$ cat config.mk
export PLATFORM = sky130hd
export DESIGN_NAME = hi_ssp_link_flat
export DESIGN_NICKNAME = d
export VERILOG_FILES = /design/src/rtl/hi_ssp_link_if.sv /design/src/rtl/hi_ssp_link.sv /design/src/flat_wrapper.sv
export SDC_FILE = /design/constraint.sdc
export NUM_CORES = 1
export LEC_CHECK = 0
export ABC_CLOCK_PERIOD_IN_PS = 3130
export CAP_MARGIN = 20
export CORE_ASPECT_RATIO = 0.5
export CORE_MARGIN = 2
export CORE_UTILIZATION = 44
export DETAILED_ROUTE_END_ITERATION = 10
export SYNTH_ARGS = -nofsm -noshare
export SYNTH_HDL_FRONTEND = slang
export SYNTH_SLANG_ARGS = --single-unit
export TNS_END_PERCENT = 20
$ cat constraint.sdc
create_clock -name ck_1356meg -period 3.13 [get_ports ck_1356meg]
set_input_delay 0.313 -clock ck_1356meg [delete_from_list [all_inputs] [get_ports ck_1356meg]]
set_output_delay 0.313 -clock ck_1356meg [all_outputs]
set_load 0.1 [all_outputs]
$ cat src/rtl/hi_ssp_link_if.sv
// Bundles the TX/RX word handshakes and the SSP pins of hi_ssp_link.
// The link master (mode-block side and ARM pins) drives; the SSP core is the slave.
interface hi_ssp_link_if #(
  parameter int unsigned WORD_BITS = 8,
  parameter int unsigned TX_DEPTH  = 4
);
  localparam int unsigned LVL_W = $clog2(TX_DEPTH) + 1;

  logic                 en;
  logic [WORD_BITS-1:0] tx_data;
  logic                 tx_valid;
  logic                 tx_ready;
  logic [LVL_W-1:0]     tx_level;
  logic                 tx_underrun;
  logic                 clr_underrun;
  logic [WORD_BITS-1:0] rx_data;
  logic                 rx_valid;
  logic                 ssp_clk;
  logic                 ssp_frame;
  logic                 ssp_din;
  logic                 ssp_dout;

  modport master (
    output en, tx_data, tx_valid, clr_underrun, ssp_dout,
    input  tx_ready, tx_level, tx_underrun, rx_data, rx_valid,
           ssp_clk, ssp_frame, ssp_din
  );

  modport slave (
    input  en, tx_data, tx_valid, clr_underrun, ssp_dout,
    output tx_ready, tx_level, tx_underrun, rx_data, rx_valid,
           ssp_clk, ssp_frame, ssp_din
  );
endinterface

$ cat src/rtl/hi_ssp_link.sv
// SSP master between the FPGA mode blocks and the ARM: buffered MSB-first TX
// serialiser with idle fill and sticky underrun, plus an RX deserialiser.
module hi_ssp_link #(
  parameter int unsigned          WORD_BITS = 8,
  parameter int unsigned          CLK_DIV   = 4,
  parameter int unsigned          TX_DEPTH  = 4,
  parameter logic [WORD_BITS-1:0] IDLE_WORD = '0
) (
  input  logic          ck_1356meg,
  input  logic          rst_n,
  hi_ssp_link_if.slave  link
);
  localparam int unsigned HALF  = CLK_DIV / 2;
  localparam int unsigned DIV_W = $clog2(CLK_DIV);
  localparam int unsigned BIT_W = $clog2(WORD_BITS);
  localparam int unsigned PTR_W = $clog2(TX_DEPTH);
  localparam int unsigned LVL_W = PTR_W + 1;

  typedef enum logic {S_IDLE, S_RUN} state_t;

  state_t               state_q, state_d;
  logic [DIV_W-1:0]     div_q, div_d;
  logic [BIT_W-1:0]     bit_q, bit_next_c;
  logic                 first_q;
  logic                 fall_c, wrap_c, stop_c;
  logic                 load_c, push_c, pop_c, under_set_c;
  logic [WORD_BITS-1:0] load_word_c, tx_sh_q, rx_word_c;
  logic [WORD_BITS-2:0] rx_sh_q;
  logic [WORD_BITS-1:0] mem [TX_DEPTH];
  logic [PTR_W-1:0]     wr_q, rd_q;
  logic [LVL_W-1:0]     count_q, count_d;
  logic                 ready_q, under_q, clk_q, frame_q, din_q, rx_valid_q;
  logic [WORD_BITS-1:0] rx_data_q;

  always_ff @(posedge ck_1356meg or negedge rst_n) begin
    if (!rst_n) state_q <= S_IDLE;
    else        state_q <= state_d;
  end

  // Sequencing: divider phase events; en is only honoured at the word boundary.
  always_comb begin
    state_d = state_q;
    div_d   = '0;
    fall_c  = 1'b0;
    wrap_c  = 1'b0;
    stop_c  = 1'b0;
    case (state_q)
      S_IDLE: if (link.en) state_d = S_RUN;
      S_RUN: begin
        div_d = div_q + 1'b1;
        if (div_q == DIV_W'(HALF - 1)) begin
          if (bit_q == BIT_W'(WORD_BITS - 1) && !link.en) begin
            state_d = S_IDLE;
            stop_c  = 1'b1;
            div_d   = '0;
          end else begin
            fall_c = 1'b1;
          end
        end
        if (div_q == DIV_W'(CLK_DIV - 1)) begin
          wrap_c = 1'b1;
          div_d  = '0;
        end
      end
      default: state_d = S_IDLE;
    endcase
  end

  // The first falling event after start keeps bit 0 so it loads a word.
  always_comb begin
    bit_next_c  = '0;
    if (!first_q && bit_q != BIT_W'(WORD_BITS - 1)) bit_next_c = bit_q + 1'b1;
    load_c      = fall_c && (bit_next_c == '0);
    pop_c       = load_c && (count_q != '0);
    under_set_c = load_c && (count_q == '0);
    push_c      = link.tx_valid && ready_q;
    load_word_c = pop_c ? mem[rd_q] : IDLE_WORD;
    rx_word_c   = {rx_sh_q, link.ssp_dout};
    count_d     = count_q;
    if (push_c && !pop_c)      count_d = count_q + 1'b1;
    else if (pop_c && !push_c) count_d = count_q - 1'b1;
  end

  always_ff @(posedge ck_1356meg) begin
    if (push_c) mem[wr_q] <= link.tx_data;
  end

  always_ff @(posedge ck_1356meg or negedge rst_n) begin
    if (!rst_n) begin
      div_q      <= '0;
      bit_q      <= '0;
      first_q    <= 1'b1;
      wr_q       <= '0;
      rd_q       <= '0;
      count_q    <= '0;
      ready_q    <= 1'b1;
      under_q    <= 1'b0;
      clk_q      <= 1'b0;
      frame_q    <= 1'b0;
      din_q      <= 1'b0;
      tx_sh_q    <= '0;
      rx_sh_q    <= '0;
      rx_data_q  <= '0;
      rx_valid_q <= 1'b0;
    end else begin
      div_q      <= div_d;
      clk_q      <= (state_d == S_RUN) && (div_d < DIV_W'(HALF));
      rx_valid_q <= 1'b0;
      count_q    <= count_d;
      ready_q    <= (count_d != LVL_W'(TX_DEPTH));
      if (push_c) wr_q <= wr_q + 1'b1;
      if (pop_c)  rd_q <= rd_q + 1'b1;
      if (under_set_c)            under_q <= 1'b1;
      else if (link.clr_underrun) under_q <= 1'b0;
      if (stop_c) begin
        bit_q   <= '0;
        first_q <= 1'b1;
        frame_q <= 1'b0;
      end
      if (fall_c) begin
        bit_q   <= bit_next_c;
        first_q <= 1'b0;
        frame_q <= load_c;
        if (load_c) begin
          din_q   <= load_word_c[WORD_BITS-1];
          tx_sh_q <= load_word_c << 1;
        end else begin
          din_q   <= tx_sh_q[WORD_BITS-1];
          tx_sh_q <= tx_sh_q << 1;
        end
      end
      if (wrap_c) begin
        rx_sh_q <= rx_word_c[WORD_BITS-2:0];
        if (bit_q == BIT_W'(WORD_BITS - 1)) begin
          rx_data_q  <= rx_word_c;
          rx_valid_q <= 1'b1;
        end
      end
    end
  end

  assign link.tx_ready    = ready_q;
  assign link.tx_level    = count_q;
  assign link.tx_underrun = under_q;
  assign link.rx_data     = rx_data_q;
  assign link.rx_valid    = rx_valid_q;
  assign link.ssp_clk     = clk_q;
  assign link.ssp_frame   = frame_q;
  assign link.ssp_din     = din_q;
endmodule

$ cat src/flat_wrapper.sv
// flat-port wrapper written by rule: the top's interface ports become plain ports
module hi_ssp_link_flat 
#(
  parameter int unsigned          WORD_BITS = 8,
  parameter int unsigned          CLK_DIV   = 4,
  parameter int unsigned          TX_DEPTH  = 4,
  parameter logic [WORD_BITS-1:0] IDLE_WORD = '0
)
  (ck_1356meg, rst_n, link_en, link_tx_data, link_tx_valid, link_clr_underrun, link_ssp_dout, link_tx_ready, link_tx_level, link_tx_underrun, link_rx_data, link_rx_valid, link_ssp_clk, link_ssp_frame, link_ssp_din);
  hi_ssp_link_if #(.WORD_BITS(WORD_BITS), .TX_DEPTH(TX_DEPTH)) link_i ();
  input  logic ck_1356meg;
  input  logic rst_n;
  input wire logic [$bits(link_i.en)-1:0] link_en;
  input wire logic [$bits(link_i.tx_data)-1:0] link_tx_data;
  input wire logic [$bits(link_i.tx_valid)-1:0] link_tx_valid;
  input wire logic [$bits(link_i.clr_underrun)-1:0] link_clr_underrun;
  input wire logic [$bits(link_i.ssp_dout)-1:0] link_ssp_dout;
  output wire logic [$bits(link_i.tx_ready)-1:0] link_tx_ready;
  output wire logic [$bits(link_i.tx_level)-1:0] link_tx_level;
  output wire logic [$bits(link_i.tx_underrun)-1:0] link_tx_underrun;
  output wire logic [$bits(link_i.rx_data)-1:0] link_rx_data;
  output wire logic [$bits(link_i.rx_valid)-1:0] link_rx_valid;
  output wire logic [$bits(link_i.ssp_clk)-1:0] link_ssp_clk;
  output wire logic [$bits(link_i.ssp_frame)-1:0] link_ssp_frame;
  output wire logic [$bits(link_i.ssp_din)-1:0] link_ssp_din;
  assign link_i.en = link_en;
  assign link_i.tx_data = link_tx_data;
  assign link_i.tx_valid = link_tx_valid;
  assign link_i.clr_underrun = link_clr_underrun;
  assign link_i.ssp_dout = link_ssp_dout;
  assign link_tx_ready = link_i.tx_ready;
  assign link_tx_level = link_i.tx_level;
  assign link_tx_underrun = link_i.tx_underrun;
  assign link_rx_data = link_i.rx_data;
  assign link_rx_valid = link_i.rx_valid;
  assign link_ssp_clk = link_i.ssp_clk;
  assign link_ssp_frame = link_i.ssp_frame;
  assign link_ssp_din = link_i.ssp_din;
  hi_ssp_link #(.WORD_BITS(WORD_BITS), .CLK_DIV(CLK_DIV), .TX_DEPTH(TX_DEPTH), .IDLE_WORD(IDLE_WORD)) u_core (.ck_1356meg(ck_1356meg), .rst_n(rst_n), .link(link_i));
endmodule
=== Yosys cells after proc, flatten, opt, wreduce, memory -nomap -nowiden ===
Memories as Yosys holds them, arrays and structs flattened.
Cells that the tools add are included.

* Muxes and demuxes: 33
* Magnitude comparators: 1
* Bitwise logic cells: 1
* Reduce and logical (&&, ||, !) cells: 19
* Add/subtract/negate cells: 6
* Equal/unequal tests: 5

{| class="wikitable"
|+ Operators with widths
! cell !! number
|-
| 1-bit two-way mux || 21
|-
| 8-bit two-way mux || 2
|-
| 3-bit two-way mux || 5
|-
| 1-bit logical AND || 9
|-
| 2-bit two-way mux || 4
|-
| 2-bit by 1-bit adder with 2-bit output, second input constant || 3
|-
| 3-bit by 1-bit adder with 3-bit output, second input constant || 2
|-
| 3-bit logical NOT || 2
|-
| 3-bit != test, second input constant || 2
|-
| 1-bit logical NOT || 4
|-
| 2-bit nonzero test || 2
|-
| 3-bit == test, second input constant || 1
|-
| 3-bit nonzero test || 1
|-
| 3-bit by 1-bit subtractor with 3-bit output, second input constant || 1
|-
| 2-bit by 1-bit == test with 1-bit output, second input constant || 1
|-
| 2-bit == test, second input constant || 1
|-
| 2-bit less-than comparator, second input constant || 1
|-
| 1-bit one-hot mux with 2 select lines || 1
|-
| 2-bit AND reduction || 1
|-
| 1-bit inverter || 1
|}

* Output and inout port bits: 17
* Flip-flop bits (word level): 43
* Memories: 1
* RAM bits: 32

{| class="wikitable"
|+ Memory list
! memory !! depth !! width !! rd ports !! clocked after memory_dff !! wr ports !! RTL line !! text
|-
| u_core.mem || 4 || 8 || 1 || 0 || 1 || hi_ssp_link.sv:29 || <nowiki>logic [WORD_BITS-1:0] mem [TX_DEPTH];</nowiki>
|}

=== Logic depth before layout (Yosys ltp) ===
* Depth after elaboration: 11
* Depth in mapped cells: 8
* Depth with buffers taken out: 7

=== Worst setup path before layout ===
No wires, ideal clock.

* Kind: reg2reg
* Start: reg u_core.bit_q[0]
* End: reg u_core.ready_q, in the netlist u_core.link.tx_ready
* Cell stages (with the launch flop): 8
* Period minus slack after synthesis: 2,252 ps
* Path buffers: 0
* Setup slack: 878 ps
* Required time: 3,044 ps
* Arrival: 2,166 ps
* Setup time: 86 ps
* Cell sequence: dfrtp_1 ha_1 ha_1 or3b_4 a211oi_4 and3_4 nor4_1 o31ai_2

* Longest elaborated chain between the ends: 11
* Elaborated cells on any way between the ends: 18
* Classes of those cells: 1 x add/sub; 3 x eq/ne; 6 x mux; 8 x reduce/logical

{| class="wikitable"
|+ RTL lines
! element !! RTL line !! text
|-
| start, declared || hi_ssp_link.sv:23 || <nowiki>logic [BIT_W-1:0] bit_q, bit_next_c;</nowiki>
|-
| start signal, assigned || hi_ssp_link.sv:121 || <nowiki>bit_q <= bit_next_c;</nowiki>
|-
| parallel branches: the longest is 5 deep, another holds 3-bit by 1-bit adder with 3-bit output || -- ||
|-
| 1-bit logical AND (*) || hi_ssp_link.sv:73 || <nowiki>load_c = fall_c && (bit_next_c == '0);</nowiki>
|-
| 1-bit logical AND (*) || hi_ssp_link.sv:74 || <nowiki>pop_c = load_c && (count_q != '0);</nowiki>
|-
| 1-bit logical AND or 1-bit logical NOT (tied branches) || hi_ssp_link.sv:81, hi_ssp_link.sv:80 ||
|-
| 3-bit two-way mux or 1-bit logical AND (tied branches) || hi_ssp_link.sv:81, hi_ssp_link.sv:80 ||
|-
| 3-bit two-way mux (*) || hi_ssp_link.sv:80 || <nowiki>if (push_c && !pop_c) count_d = count_q + 1'b1;</nowiki>
|-
| 3-bit != test (*) || hi_ssp_link.sv:110 || <nowiki>ready_q <= (count_d != LVL_W'(TX_DEPTH));</nowiki>
|-
| end signal, assigned || hi_ssp_link.sv:110 ||
|-
| end, declared || hi_ssp_link.sv:32 || <nowiki>logic ready_q, under_q, clk_q, frame_q, din_q, rx_valid_q;</nowiki>
|}

Mark *: on every way between the ends.
A chain may end at the register's enable or synchronous reset.

=== Worst setup path after layout ===
Same ends and word-level chain as after synthesis.

==> results list <==
- The clock tree synthesis step divided the H-tree into 3 levels.
- Final Max Tran Viols: 0
* Clk Latency, worst-skew pair: between 0.3 and 0.4 ns
- In this run, distinct cell masters in the synthesized netlist total 45.
* Die Span Y: roughly 63 um
* Post-CTS setup buffers: 0
- Gr ovfl total: 0
- Outcome: complete, no violations
- Initial antenna violation count: 0
- Critical path capture point type: flip-flop
- For this block, the routed nets add up to 5.36 mm of wire.
- Die ar.: 0.00771 mm^2
- Initial core utilization: 45.7%
- Horizontal extent of the die: 122 um
- Max clock buf depth: 2
* Signed area change from the synthesized netlist to the final layout: 22.8%
- Entering global routing, the biggest net connects 43 pins.
* Worst setup skew after layout: slightly above 0.005 ns
* Last weighted congestion value of the routability-driven placer: 0.764
- Post-route minimum period: around 2.4 ns
- Quantity of hold-fixing buffers added after cts: 0
- Arrival time of the worst setup path: about 2.7 ns
* Synth async-reset ratio: a little under three fifths
- IO buf count: 30
- Slew at the pin with the worst max-slew slack: 0.966 ns
* Number of core rows: 21
- HP Class: in -> async
* Ratio of cells with drive above 1 in the final layout: around 16%
- The first TritonRoute pass finished after 4 iterations.
- Final #Nets: 281
* Worst slew slack as a fraction of its limit: 35.4%
- The tree is rooted in a sky130_fd_sc_hd__clkbuf_16.
* Crit path max fanout: 7
- Yosys mapped a number of flops with a built-in enable equal to 32.
- Number of fillers in the final layout: 570
* Vias post-DR: 1783
* First-pass GRT wire length: 9.21 mm
* TritonCTS clock tree: done
- In the finished design, the share of the clock period the worst path needs comes to between 70% and 80%.
- Remaining DRCs: 0
* Count of synthesis-stage warnings from yosys: 0
* IO Count: 31
* Worst vdd rail ir drop: 0.356 mV
* Count of inserted antenna diode cells: 0
* Pleak: 0.00153 uW
* Routed WL per cell: about 15 um
* GRT Total Usage: roughly 16%
* Final Hold Fails: 0
- CP Data Required Time: roughly 3.4 ns
- The endpoint identified for the worst register-to-register timing path is u_core.link.tx_ready.
- After routing the design area is about 0.0038 mm^2.
- STA classifies the critical path startpoint as a flip-flop.
- TritonCTS buffer count: 9
* Cell depth of the worst flop-to-flop path: 7
* Number of flip-flops and latches in the synthesized netlist: 74
- Drt first-iter violations: 88
- For this design the ratio of total power to cell area is roughly 1100 mW/mm^2.
* Total standard cell area after synthesis: between 0.003 and 0.004 mm^2
- The worst register-to-register path begins at u_core.bit_q[0].
* Setup repair after global routing missed its margin: no
- Via density per instance: between 5 and 6
* Setup TNS: 0 ns
- Sequential cell area fraction in the yosys report: 65.5%
* Dominant synthesized flop cell: sky130_fd_sc_hd__dfrtp_1
* CTS clk-pin slew, worst paths: around 0.06 ns
* Final-report setup violation count: 0
* Clock sinks: 74
* Cell area after placement: between 0.003 and 0.004 mm^2
- Post-synthesis area per instance: about 14 um^2
* Highest clock rate: between 400 and 500 MHz
- Resized cells post-CTS: 0
* Max Cap Violations: 0
- Class of the most critical setup path: reg -> reg
* Post-route ant nets: 0
* R2R setup slack: around 0.70 ns
- After floorplanning, the core was sized to cover approximately 0.0067 mm^2.
* Post-synthesis cell count: ~220
- HPWL Detailed: 3.43 mm
- The number of nets handed over by synthesis was around 250.
* Number of global-route vias before repair: around 1800
==> Yosys cell counts, types with 5 or more instances <==
| master | count | share of area, % |
|---|---|---|
| sky130_fd_sc_hd__ha_1 | 9 | 3.7 |
| sky130_fd_sc_hd__nand2_1 | 34 | 4.1 |
| sky130_fd_sc_hd__a22oi_1 | 7 | 1.7 |
| sky130_fd_sc_hd__edfxtp_1 | 32 | 31 |
| sky130_fd_sc_hd__inv_1 | 7 | 0.85 |
| sky130_fd_sc_hd__a21oi_1 | 9 | 1.5 |
| sky130_fd_sc_hd__nor2b_1 | 5 | 1.0 |
| sky130_fd_sc_hd__mux4_2 | 8 | 5.9 |
| sky130_fd_sc_hd__dfrtp_1 | 40 | 33 |
| sky130_fd_sc_hd__nor2_1 | 11 | 1.3 |
| sky130_fd_sc_hd__mux2_2 | 7 | 2.6 |
==> report_power, final <==
group	internal, uW	leakage, uW	total [uW]	switching [uW]
Combinational	581	0.000572	1570	986
Clock	712	0.000154	1090	376
Sequential	1330	0.000801	1560	234
==> final cells by class <==
class / instances / area, um^2 / share of cell area [%]
clock buffer: 10 / 239 / 6.33
tap: 92 / 115 / 3.05
multi-input combinational: 134 / 1000 / 26.6
clock inverter: 6 / 80.1 / 2.12
inverter: 8 / 30.0 / 0.795
timing repair buffer: 31 / 295 / 7.82
sequential: 74 / 2010 / 53.3
==> logic make-up after synthesis <==
family | share of synthesized area [%]
multiplexers | 8.75
AO/OA/AOI/OAI | 7.28
XOR/XNOR | 1.14
buffers and inverters | 1.87
AND/OR/NAND/NOR | 11.8
adder cells (fa/ha/maj) | 3.66
flip-flops | 65.5
==> routing by layer <==
layer / vias to the layer above / share of wire [%] / track usage (%)
met3: 2 / 4.0 / 8.42
met5: - / 0 / 0
met2: 34 / 46 / 23.3
met1: 877 / 50 / 21.5
met4: 0 / 0.50 / 4.74
li1: 870 / - / -
==> cell usage in the layout (no fill, tap or decap), types with 2 or more instances in the layout <==
master                            instances
sky130_fd_sc_hd__a21o_1                   3
sky130_fd_sc_hd__a21oi_1                  9
sky130_fd_sc_hd__a22oi_1                  7
sky130_fd_sc_hd__and2_1                   2
sky130_fd_sc_hd__and3_1                   4
sky130_fd_sc_hd__buf_4                    4
sky130_fd_sc_hd__bufinv_16                2
sky130_fd_sc_hd__clkbuf_16                9
sky130_fd_sc_hd__clkdlybuf4s50_1         26
sky130_fd_sc_hd__clkinv_1                 2
sky130_fd_sc_hd__dfrtp_1                 40
sky130_fd_sc_hd__dfstp_2                  2
sky130_fd_sc_hd__edfxtp_1                32
sky130_fd_sc_hd__ha_1                     9
sky130_fd_sc_hd__inv_1                    7
sky130_fd_sc_hd__mux2_2                   7
sky130_fd_sc_hd__mux4_2                   8
sky130_fd_sc_hd__nand2_1                 34
sky130_fd_sc_hd__nand3_1                  2
sky130_fd_sc_hd__nor2_1                  11
sky130_fd_sc_hd__nor2b_1                  5
sky130_fd_sc_hd__nor4_1                   3
sky130_fd_sc_hd__o21a_1                   2
sky130_fd_sc_hd__o21ai_1                  4
sky130_fd_sc_hd__xnor2_1                  2
sky130_fd_sc_hd__xor2_1                   2
==> flip-flops by register name, summed over array words and instances (netlist names), 2 cells and up <==
| name | count |
|---|---|
| u_core.bit_q | 3 |
| u_core.div_q | 2 |
| u_core.link.rx_data | 8 |
| u_core.link.tx_level | 3 |
| u_core.mem | 32 |
| u_core.rd_q | 2 |
| u_core.rx_sh_q | 7 |
| u_core.tx_sh_q | 7 |
| u_core.wr_q | 2 |
==> metrics by stage <==
stage | hold slack [ns] | power (uW) | setup WS, ns | std cells | util [%]
after floorplan | 0.0174 | 2780 | 0.878 | 223 | -
after global placement | 0.449 | 3120 | 0.789 | 339 | 51.4
after detailed placement | 0.454 | 3150 | 0.751 | 339 | 51.4
after CTS | 0.150 | 4260 | 0.691 | 355 | 56.2
after global routing | 0.204 | 4480 | 0.584 | 355 | 56.2
final | 0.126 | 4220 | 0.701 | 355 | 56.2
==> critical path: stages (launching register included) <==
cell	delay [ns]
sky130_fd_sc_hd__dfrtp_1	0.40
sky130_fd_sc_hd__ha_1	0.21
sky130_fd_sc_hd__ha_1	0.30
sky130_fd_sc_hd__or3b_4	0.39
sky130_fd_sc_hd__a211oi_4	0.39
sky130_fd_sc_hd__a21oi_1	0.21
sky130_fd_sc_hd__nor4_1	0.31
sky130_fd_sc_hd__o31ai_2	0.13
==> how the worst max path moves through the flow <==
| stage | start | endpoint | slack [ns] | depth (start not counted) |
|---|---|---|---|---|
| CTS | u_core.bit_q[0] | u_core.link.tx_ready | 0.69 | 7 |
| detailed placement | u_core.bit_q[0] | u_core.link.tx_ready | 0.75 | 7 |
| floorplan | u_core.bit_q[0] | u_core.link.tx_ready | 0.88 | 7 |
| finish | u_core.bit_q[0] | u_core.link.tx_ready | 0.70 | 7 |
| global placement | u_core.bit_q[0] | u_core.link.tx_ready | 0.79 | 7 |
| global route | u_core.bit_q[0] | u_core.link.tx_ready | 0.58 | 7 |
(Power assumes the default switching activity.)
